**src/rtl/decfhs_commit.sv**
```systemverilog
`timescale 1ns/1ps
// FHS payload deserializer: shifts 144 decoded bits into a shadow register and
// publishes the FHS fields only after the payload CRC verdict allows it.
module decfhs_commit #(
  parameter int unsigned CRC_TMO       = 4095,
  parameter int unsigned TMO_W         = 12,
  parameter bit          UPDATE_ON_ERR = 1'b0
) (
  input  logic        clk_6M,
  input  logic        rstz,
  input  logic        i_dec_py_st_p,
  input  logic        i_daten,
  input  logic        i_dec_py_period,
  input  logic        i_py_datvalid_p,
  input  logic        i_pydecdatout,
  input  logic        i_rxfhs,
  input  logic        i_crc_done_p,
  input  logic        i_crc_ok,
  output logic [33:0] o_fhs_pbits,
  output logic [23:0] o_fhs_lap,
  output logic        o_fhs_eir,
  output logic [1:0]  o_fhs_sr,
  output logic [1:0]  o_fhs_sp,
  output logic [7:0]  o_fhs_uap,
  output logic [15:0] o_fhs_nap,
  output logic [23:0] o_fhs_cod,
  output logic [2:0]  o_fhs_lt_addr,
  output logic [27:2] o_fhs_clk,
  output logic [2:0]  o_fhs_psm,
  output logic        o_fhs_new_p,
  output logic        o_fhs_err_p,
  output logic [1:0]  o_fhs_errcode,
  output logic        o_fhs_busy
);

  localparam logic [1:0] ST_IDLE  = 2'd0;
  localparam logic [1:0] ST_SHIFT = 2'd1;
  localparam logic [1:0] ST_WAIT  = 2'd2;

  localparam logic [7:0]       NBITS   = 8'd144;
  localparam logic [7:0]       LASTBIT = 8'd143;
  localparam logic [TMO_W-1:0] TMO_LIM = TMO_W'(CRC_TMO);
  localparam bit               TMO_EN  = (CRC_TMO != 0);

  logic [1:0]       r_state;
  logic [143:0]     r_sh;
  logic [7:0]       r_bcnt;
  logic [TMO_W-1:0] r_tmo;
  logic             r_new_p;
  logic             r_err_p;
  logic [1:0]       r_errcode;
  logic [33:0]      r_pbits;
  logic [23:0]      r_lap;
  logic             r_eir;
  logic [1:0]       r_sr;
  logic [1:0]       r_sp;
  logic [7:0]       r_uap;
  logic [15:0]      r_nap;
  logic [23:0]      r_cod;
  logic [2:0]       r_lt_addr;
  logic [25:0]      r_clk;
  logic [2:0]       r_psm;

  logic       w_accept;
  logic [1:0] w_state_d;
  logic       w_clr;
  logic       w_commit;
  logic       w_new;
  logic       w_err;
  logic [1:0] w_code;

  assign w_accept = i_py_datvalid_p & i_daten & i_dec_py_period & i_rxfhs &
                    (r_state == ST_SHIFT) & (r_bcnt < NBITS);

  // A payload start always wins, so a restart never reports an error.
  always_comb begin
    w_state_d = r_state;
    w_clr     = 1'b0;
    w_commit  = 1'b0;
    w_new     = 1'b0;
    w_err     = 1'b0;
    w_code    = 2'd0;
    case (r_state)
      ST_IDLE: begin
        if (i_dec_py_st_p) begin
          w_state_d = ST_SHIFT;
          w_clr     = 1'b1;
        end
      end
      ST_SHIFT: begin
        if (i_dec_py_st_p) begin
          w_clr = 1'b1;
        end else if (i_crc_done_p) begin
          w_state_d = ST_IDLE;
          w_err     = 1'b1;
          w_code    = 2'd2;
        end else if (w_accept && (r_bcnt == LASTBIT)) begin
          w_state_d = ST_WAIT;
        end
      end
      ST_WAIT: begin
        if (i_dec_py_st_p) begin
          w_state_d = ST_SHIFT;
          w_clr     = 1'b1;
        end else if (i_crc_done_p) begin
          w_state_d = ST_IDLE;
          if (i_crc_ok) begin
            w_commit = 1'b1;
            w_new    = 1'b1;
          end else begin
            w_commit = UPDATE_ON_ERR;
            w_err    = 1'b1;
            w_code   = 2'd1;
          end
        end else if (TMO_EN && (r_tmo == TMO_LIM)) begin
          w_state_d = ST_IDLE;
          w_err     = 1'b1;
          w_code    = 2'd3;
        end
      end
      default: w_state_d = ST_IDLE;
    endcase
  end

  always_ff @(posedge clk_6M or negedge rstz) begin
    if (!rstz) begin
      r_state   <= ST_IDLE;
      r_sh      <= '0;
      r_bcnt    <= '0;
      r_tmo     <= '0;
      r_new_p   <= 1'b0;
      r_err_p   <= 1'b0;
      r_errcode <= 2'd0;
    end else begin
      r_state <= w_state_d;
      r_new_p <= w_new;
      r_err_p <= w_err;
      if (w_new || w_err) r_errcode <= w_code;
      if (w_accept) r_sh <= {i_pydecdatout, r_sh[143:1]};
      if (w_clr) begin
        r_bcnt <= '0;
        r_tmo  <= '0;
      end else begin
        if (w_accept) r_bcnt <= r_bcnt + 8'd1;
        if (r_state == ST_WAIT) r_tmo <= r_tmo + TMO_W'(1);
      end
    end
  end

  // Reserved bit sh[59] is intentionally dropped.
  always_ff @(posedge clk_6M or negedge rstz) begin
    if (!rstz) begin
      r_pbits   <= '0;
      r_lap     <= '0;
      r_eir     <= 1'b0;
      r_sr      <= '0;
      r_sp      <= '0;
      r_uap     <= '0;
      r_nap     <= '0;
      r_cod     <= '0;
      r_lt_addr <= '0;
      r_clk     <= '0;
      r_psm     <= '0;
    end else if (w_commit) begin
      r_pbits   <= r_sh[33:0];
      r_lap     <= r_sh[57:34];
      r_eir     <= r_sh[58];
      r_sr      <= r_sh[61:60];
      r_sp      <= r_sh[63:62];
      r_uap     <= r_sh[71:64];
      r_nap     <= r_sh[87:72];
      r_cod     <= r_sh[111:88];
      r_lt_addr <= r_sh[114:112];
      r_clk     <= r_sh[140:115];
      r_psm     <= r_sh[143:141];
    end
  end

  assign o_fhs_pbits   = r_pbits;
  assign o_fhs_lap     = r_lap;
  assign o_fhs_eir     = r_eir;
  assign o_fhs_sr      = r_sr;
  assign o_fhs_sp      = r_sp;
  assign o_fhs_uap     = r_uap;
  assign o_fhs_nap     = r_nap;
  assign o_fhs_cod     = r_cod;
  assign o_fhs_lt_addr = r_lt_addr;
  assign o_fhs_clk     = r_clk;
  assign o_fhs_psm     = r_psm;
  assign o_fhs_new_p   = r_new_p;
  assign o_fhs_err_p   = r_err_p;
  assign o_fhs_errcode = r_errcode;
  assign o_fhs_busy    = (r_state != ST_IDLE);

endmodule

```
**config.mk**
```make
export PLATFORM = sky130hd
export DESIGN_NAME = decfhs_commit
export DESIGN_NICKNAME = d
export VERILOG_FILES = /design/src/rtl/decfhs_commit.sv
export SDC_FILE = /design/constraint.sdc
export NUM_CORES = 1
export LEC_CHECK = 0
export CAP_MARGIN = 5
export CORE_UTILIZATION = 40
export CTS_BUF_LIST = sky130_fd_sc_hd__clkbuf_16
export CTS_CLUSTER_DIAMETER = 100
export CTS_CLUSTER_SIZE = 40
export DETAILED_ROUTE_END_ITERATION = 8
export PLACE_DENSITY_LB_ADDON = 0.12
export RECOVER_POWER = 25
export SLEW_MARGIN = 20
export SYNTH_ARGS = -nofsm -noshare
export SYNTH_HDL_FRONTEND = slang
export SYNTH_SLANG_ARGS = --single-unit
```
**constraint.sdc**
```tcl
create_clock -name clk_6M -period 2.5 [get_ports clk_6M]
set_clock_uncertainty 0.2 [all_clocks]
set_input_delay 0.625 -clock clk_6M [delete_from_list [all_inputs] [get_ports clk_6M]]
set_output_delay 0.625 -clock clk_6M [all_outputs]
set_load 0.03 [all_outputs]
```
==> Implementation_results.wiki <==
{| class="wikitable"
! Metric !! Value
|-
| Run status || completed
|-
| Unrepaired setup endpoints after global routing || no
|-
| Reg2reg path depth || 6
|-
| First-pass GRT wire length || between 40,000 and 50,000 um
|-
| Count of cells along the worst hold path || 2
|-
| Vertical die dimension || 176.3 um
|-
| Final total negative setup slack || 0 ns
|-
| Initial antenna violation count || 0
|-
| Clock sink count || 313
|-
| RD Place Congestion || 0.7108
|-
| Cell at the slowest stage of the critical path || clkdlybuf4s50_1
|-
| Average size of a mapped cell || 11.55 sq um
|-
| Routing layer with the top usage in global route || met2
|-
| Number of H-tree levels || 1
|-
| Worst-path cell chain || clkdlybuf4s50_1
|-
| WL final || about 24,000 um
|-
| Post-synthesis net count || ~1,100
|-
| Min-Delay Startpoint || o_fhs_pbits[8]
|-
| Cell Area, Placed || approximately 15,000 sq um
|-
| Worst vdd ir || 0.0004060 V
|-
| Hold Fails Final Rpt || 0
|-
| First-pass DRT Iterations || 4
|-
| Cell Rows || 63
|-
| Delay of the slowest critical-path stage || about 0.69 ns
|-
| Dominant cell by count in the synthesized netlist || nand2_1
|-
| Top post-synthesis cells by count || nand2_1, dfrtp_1, mux2_2, clkbuf_1, nor2_1
|-
| Hold worst-path end || o_fhs_pbits[8]
|-
| CTS clock-pin slew for the worst setup and hold paths || between 0.1 and 0.15 ns
|-
| DIE AREA || 31,080 sq um
|-
| Startpoint Class || flip-flop
|-
| Actual transition at the worst max-transition pin || about 1.4 ns
|-
| Dominant synthesized flop cell || dfrtp_1
|-
| Flop and latch count out of synthesis || approximately 310
|-
| Leak || about 8 nW
|-
| Maximum net fanout on the critical path || 2
|-
| Worst setup path category || reg -> out
|-
| Initial core utilization || 40.79%
|-
| Count of buffers from port buffering || 157
|-
| Worst flop-to-flop path endpoint || r_state[1]
|-
| IO Count || 158
|-
| Number of buffers created by CTS || 12
|-
| Total routing usage reported by global routing || 15.88%
|-
| Area growth from synthesis to layout || 23.16%
|-
| Syn Std Cell Area || 12,150 sq um
|-
| Req. time, crit path || between 1.5 and 2 ns
|-
| Top cell family by delay on the critical path || buffers and inverters
|-
| Final net count || 1,234
|-
| Final HPWL from detailed placement || 15,900 um
|-
| Grt met1 use || 23.52%
|-
| Routed length per instance || 14.70 um
|-
| Type of destination of the critical path || output pin
|-
| Achievable Freq || 409.0 MHz
|-
| Top post-synthesis cells by area || dfrtp_1, nand2_1, mux2_2
|-
| Antenna-violating nets left || 0
|-
| Origin of the critical flop-to-flop path || r_state[0]
|-
| Synthesized netlist cell count || 1,052
|-
| Via-to-Cell Ratio || 4.760
|-
| Number of distinct library cells after synthesis || 39
|-
| Proportion of register bits with asynchronous set or reset after synthesis || between 90% and 100%
|-
| Total setup violations reported at the end of the flow || 0
|-
| Final period demand of the worst path || 2.445 ns
|-
| Max Root-Sink Buffers || 3
|-
| Count of flip-flops with a built-in enable after synthesis || 0
|-
| Power Total || just over 0.008 W
|-
| Max-cap violations || 0
|-
| Count of inserted antenna diode cells || 0
|-
| Relative slew margins || 6.364%
|-
| Combined buffer and inverter count along the critical path || 1
|-
| GR Layer Usage met2 || about a quarter
|-
| Core area || 29,800 sq um
|-
| Total via count after detailed routing || about 7,700
|-
| Endpoint arrival time on the critical path || 1.62 ns
|-
| Sequential fraction of the synthesis area || between 60 and 70%
|-
| Share of final-layout standard cells stronger than drive strength 1 || 17.99%
|-
| Die W || approximately 180 um
|-
| Number of max-slew violations in the final report || 0
|-
| Path type of the worst min-delay path || reg -> reg
|-
| Library cell used as clock root buffer || clkbuf_16
|-
| Clock Latency Late Sink || 0.51 ns
|-
| Synth Warn # || 0
|-
| # Post-CTS Setup Buffers || 0
|-
| Final Cell Area || roughly 15,000 sq um
|-
| Power density of the placed cells || 555.7 nW/um^2
|-
| Largest net degree at the start of global routing || 71
|-
| M3 GR Usage || ~2.8%
|-
| Area share of the largest cell type after synthesis || 64.45%
|-
| Post-synth top area cell || dfrtp_1
|-
| Overflow left after global routing || 0
|-
| WHS || 0.2832 ns
|-
| DR iter-0 viols || 470
|-
| Setup slack of the most critical reg-to-reg path || 0.25 ns
|-
| CTS tree || done
|-
| Via count of the first global-routing pass || 7,578
|-
| DRC violations left || 0
|-
| Fraction of the cycle the final worst path needs || between 90 and 100%
|}
-- power by group --
part | total [W] | leakage [nW] | switching, W | internal (W)
sequential | 0.00514 | 4.36 | 0.0000339 | 0.00510
combinational | 0.000493 | 3.40 | 0.000281 | 0.000212
clock | 0.00269 | 0.204 | 0.00158 | 0.00110
-- cell type report --
cell class / count / area [sq um]
sequential: 313 / 7833
clock inverter: 6 / 85.08
clock buffer: 13 / 325.3
timing repair buffer: 204 / 2192
tap: 390 / 488.0
fill: 2752 / 14830
inverter: 4 / 17.52
multi-input combinational: 683 / 4028
-- placed cells by master, fill, tap and decap left out, types with 5 or more instances in the layout --
| cell | instances |
|---|---|
| dfrtp_1 | 313 |
| nand3_1 | 5 |
| ha_1 | 5 |
| and4_1 | 6 |
| buf_12 | 19 |
| dlymetal6s2s_1 | 12 |
| nand2_1 | 436 |
| mux2_2 | 144 |
| buf_4 | 25 |
| a21oi_1 | 5 |
| clkbuf_16 | 13 |
| nor2_1 | 20 |
| xnor2_1 | 5 |
| xor2_1 | 10 |
| clkdlybuf4s50_1 | 143 |
| nand4_1 | 9 |
-- stage by stage --
stage | std cells | setup slack [ns] | utilization [%]
2_1_floorplan | 1052 | 0.5165 | -
3_3_place_gp | 1593 | 0.008554 | 48.78
3_5_place_dp | 1593 | 0.01189 | 48.78
4_1_cts | 1613 | 0.002978 | 50.20
5_1_grt | 1613 | 0.0003342 | 50.24
6_report | 1613 | 0.05496 | 50.24
-- registers in the layout, summed over array words and instances (netlist names) --
signal	count
o_fhs_lap	24
o_fhs_sr	2
o_fhs_err_p	1
o_fhs_nap	16
o_fhs_cod	24
r_tmo	12
o_fhs_lt_addr	3
o_fhs_clk	26
o_fhs_pbits	34
o_fhs_new_p	1
r_sh	144
r_state	2
o_fhs_errcode	2
o_fhs_sp	2
o_fhs_uap	8
r_bcnt	8
o_fhs_eir	1
o_fhs_psm	3
-- worst register-to-register path: stages (launching register included) --
cell     delay (ns)
dfrtp_1        0.43
inv_1          0.10
ha_1           0.45
nor3b_1        0.31
o31ai_1        0.15
and4_1         0.20
or3_1          0.30
-- worst max path at each step --
stage | slack, ns | from | cells past startpoint | endpoint
2_1_floorplan | 0.52 | i_rxfhs | 5 | r_sh[69]
3_3_place_gp | 0.009 | i_crc_done_p | 6 | o_fhs_nap[7]
3_5_place_dp | 0.01 | i_crc_done_p | 6 | o_fhs_cod[21]
4_1_cts | 0.003 | o_fhs_lt_addr[1] | 1 | o_fhs_lt_addr[1]
5_1_grt | 0.0003 | o_fhs_sr[1] | 1 | o_fhs_sr[1]
6_report | 0.05 | o_fhs_sr[1] | 1 | o_fhs_sr[1]
-- layer usage --
layer | wire (um) | vias to the layer above
met5 | 0 | -
met4 | 324 | 0
met3 | 1090 | 18
met2 | 10910 | 125
met1 | 11380 | 3816
li1 | - | 3719
-- repair_timing --
action | 4_1_cts | 5_1_grt
setup endpoints to repair | 1 | 13
endpoints found under the hold margin | 43 | 0
hold buffers | 1 | 0
resized for setup | 3 | 14
-- logic make-up (layout without fill, tap and decap cells) --
kind of cell / Yosys count / after routing / share of synthesized area [%]
AOI/OAI and AO/OA: 16 / 16 / 0.9780
xor gates and xnor gates: 15 / 15 / 1.081
adders and majority gates: 6 / 6 / 0.6177
buffers and inverters: 56 / 227 / 2.553
DFF: 313 / 313 / 64.45
muxes: 148 / 148 / 13.71
and+or+nand+nor: 498 / 498 / 16.61
Note: power is estimated with default switching activity, not from simulation.
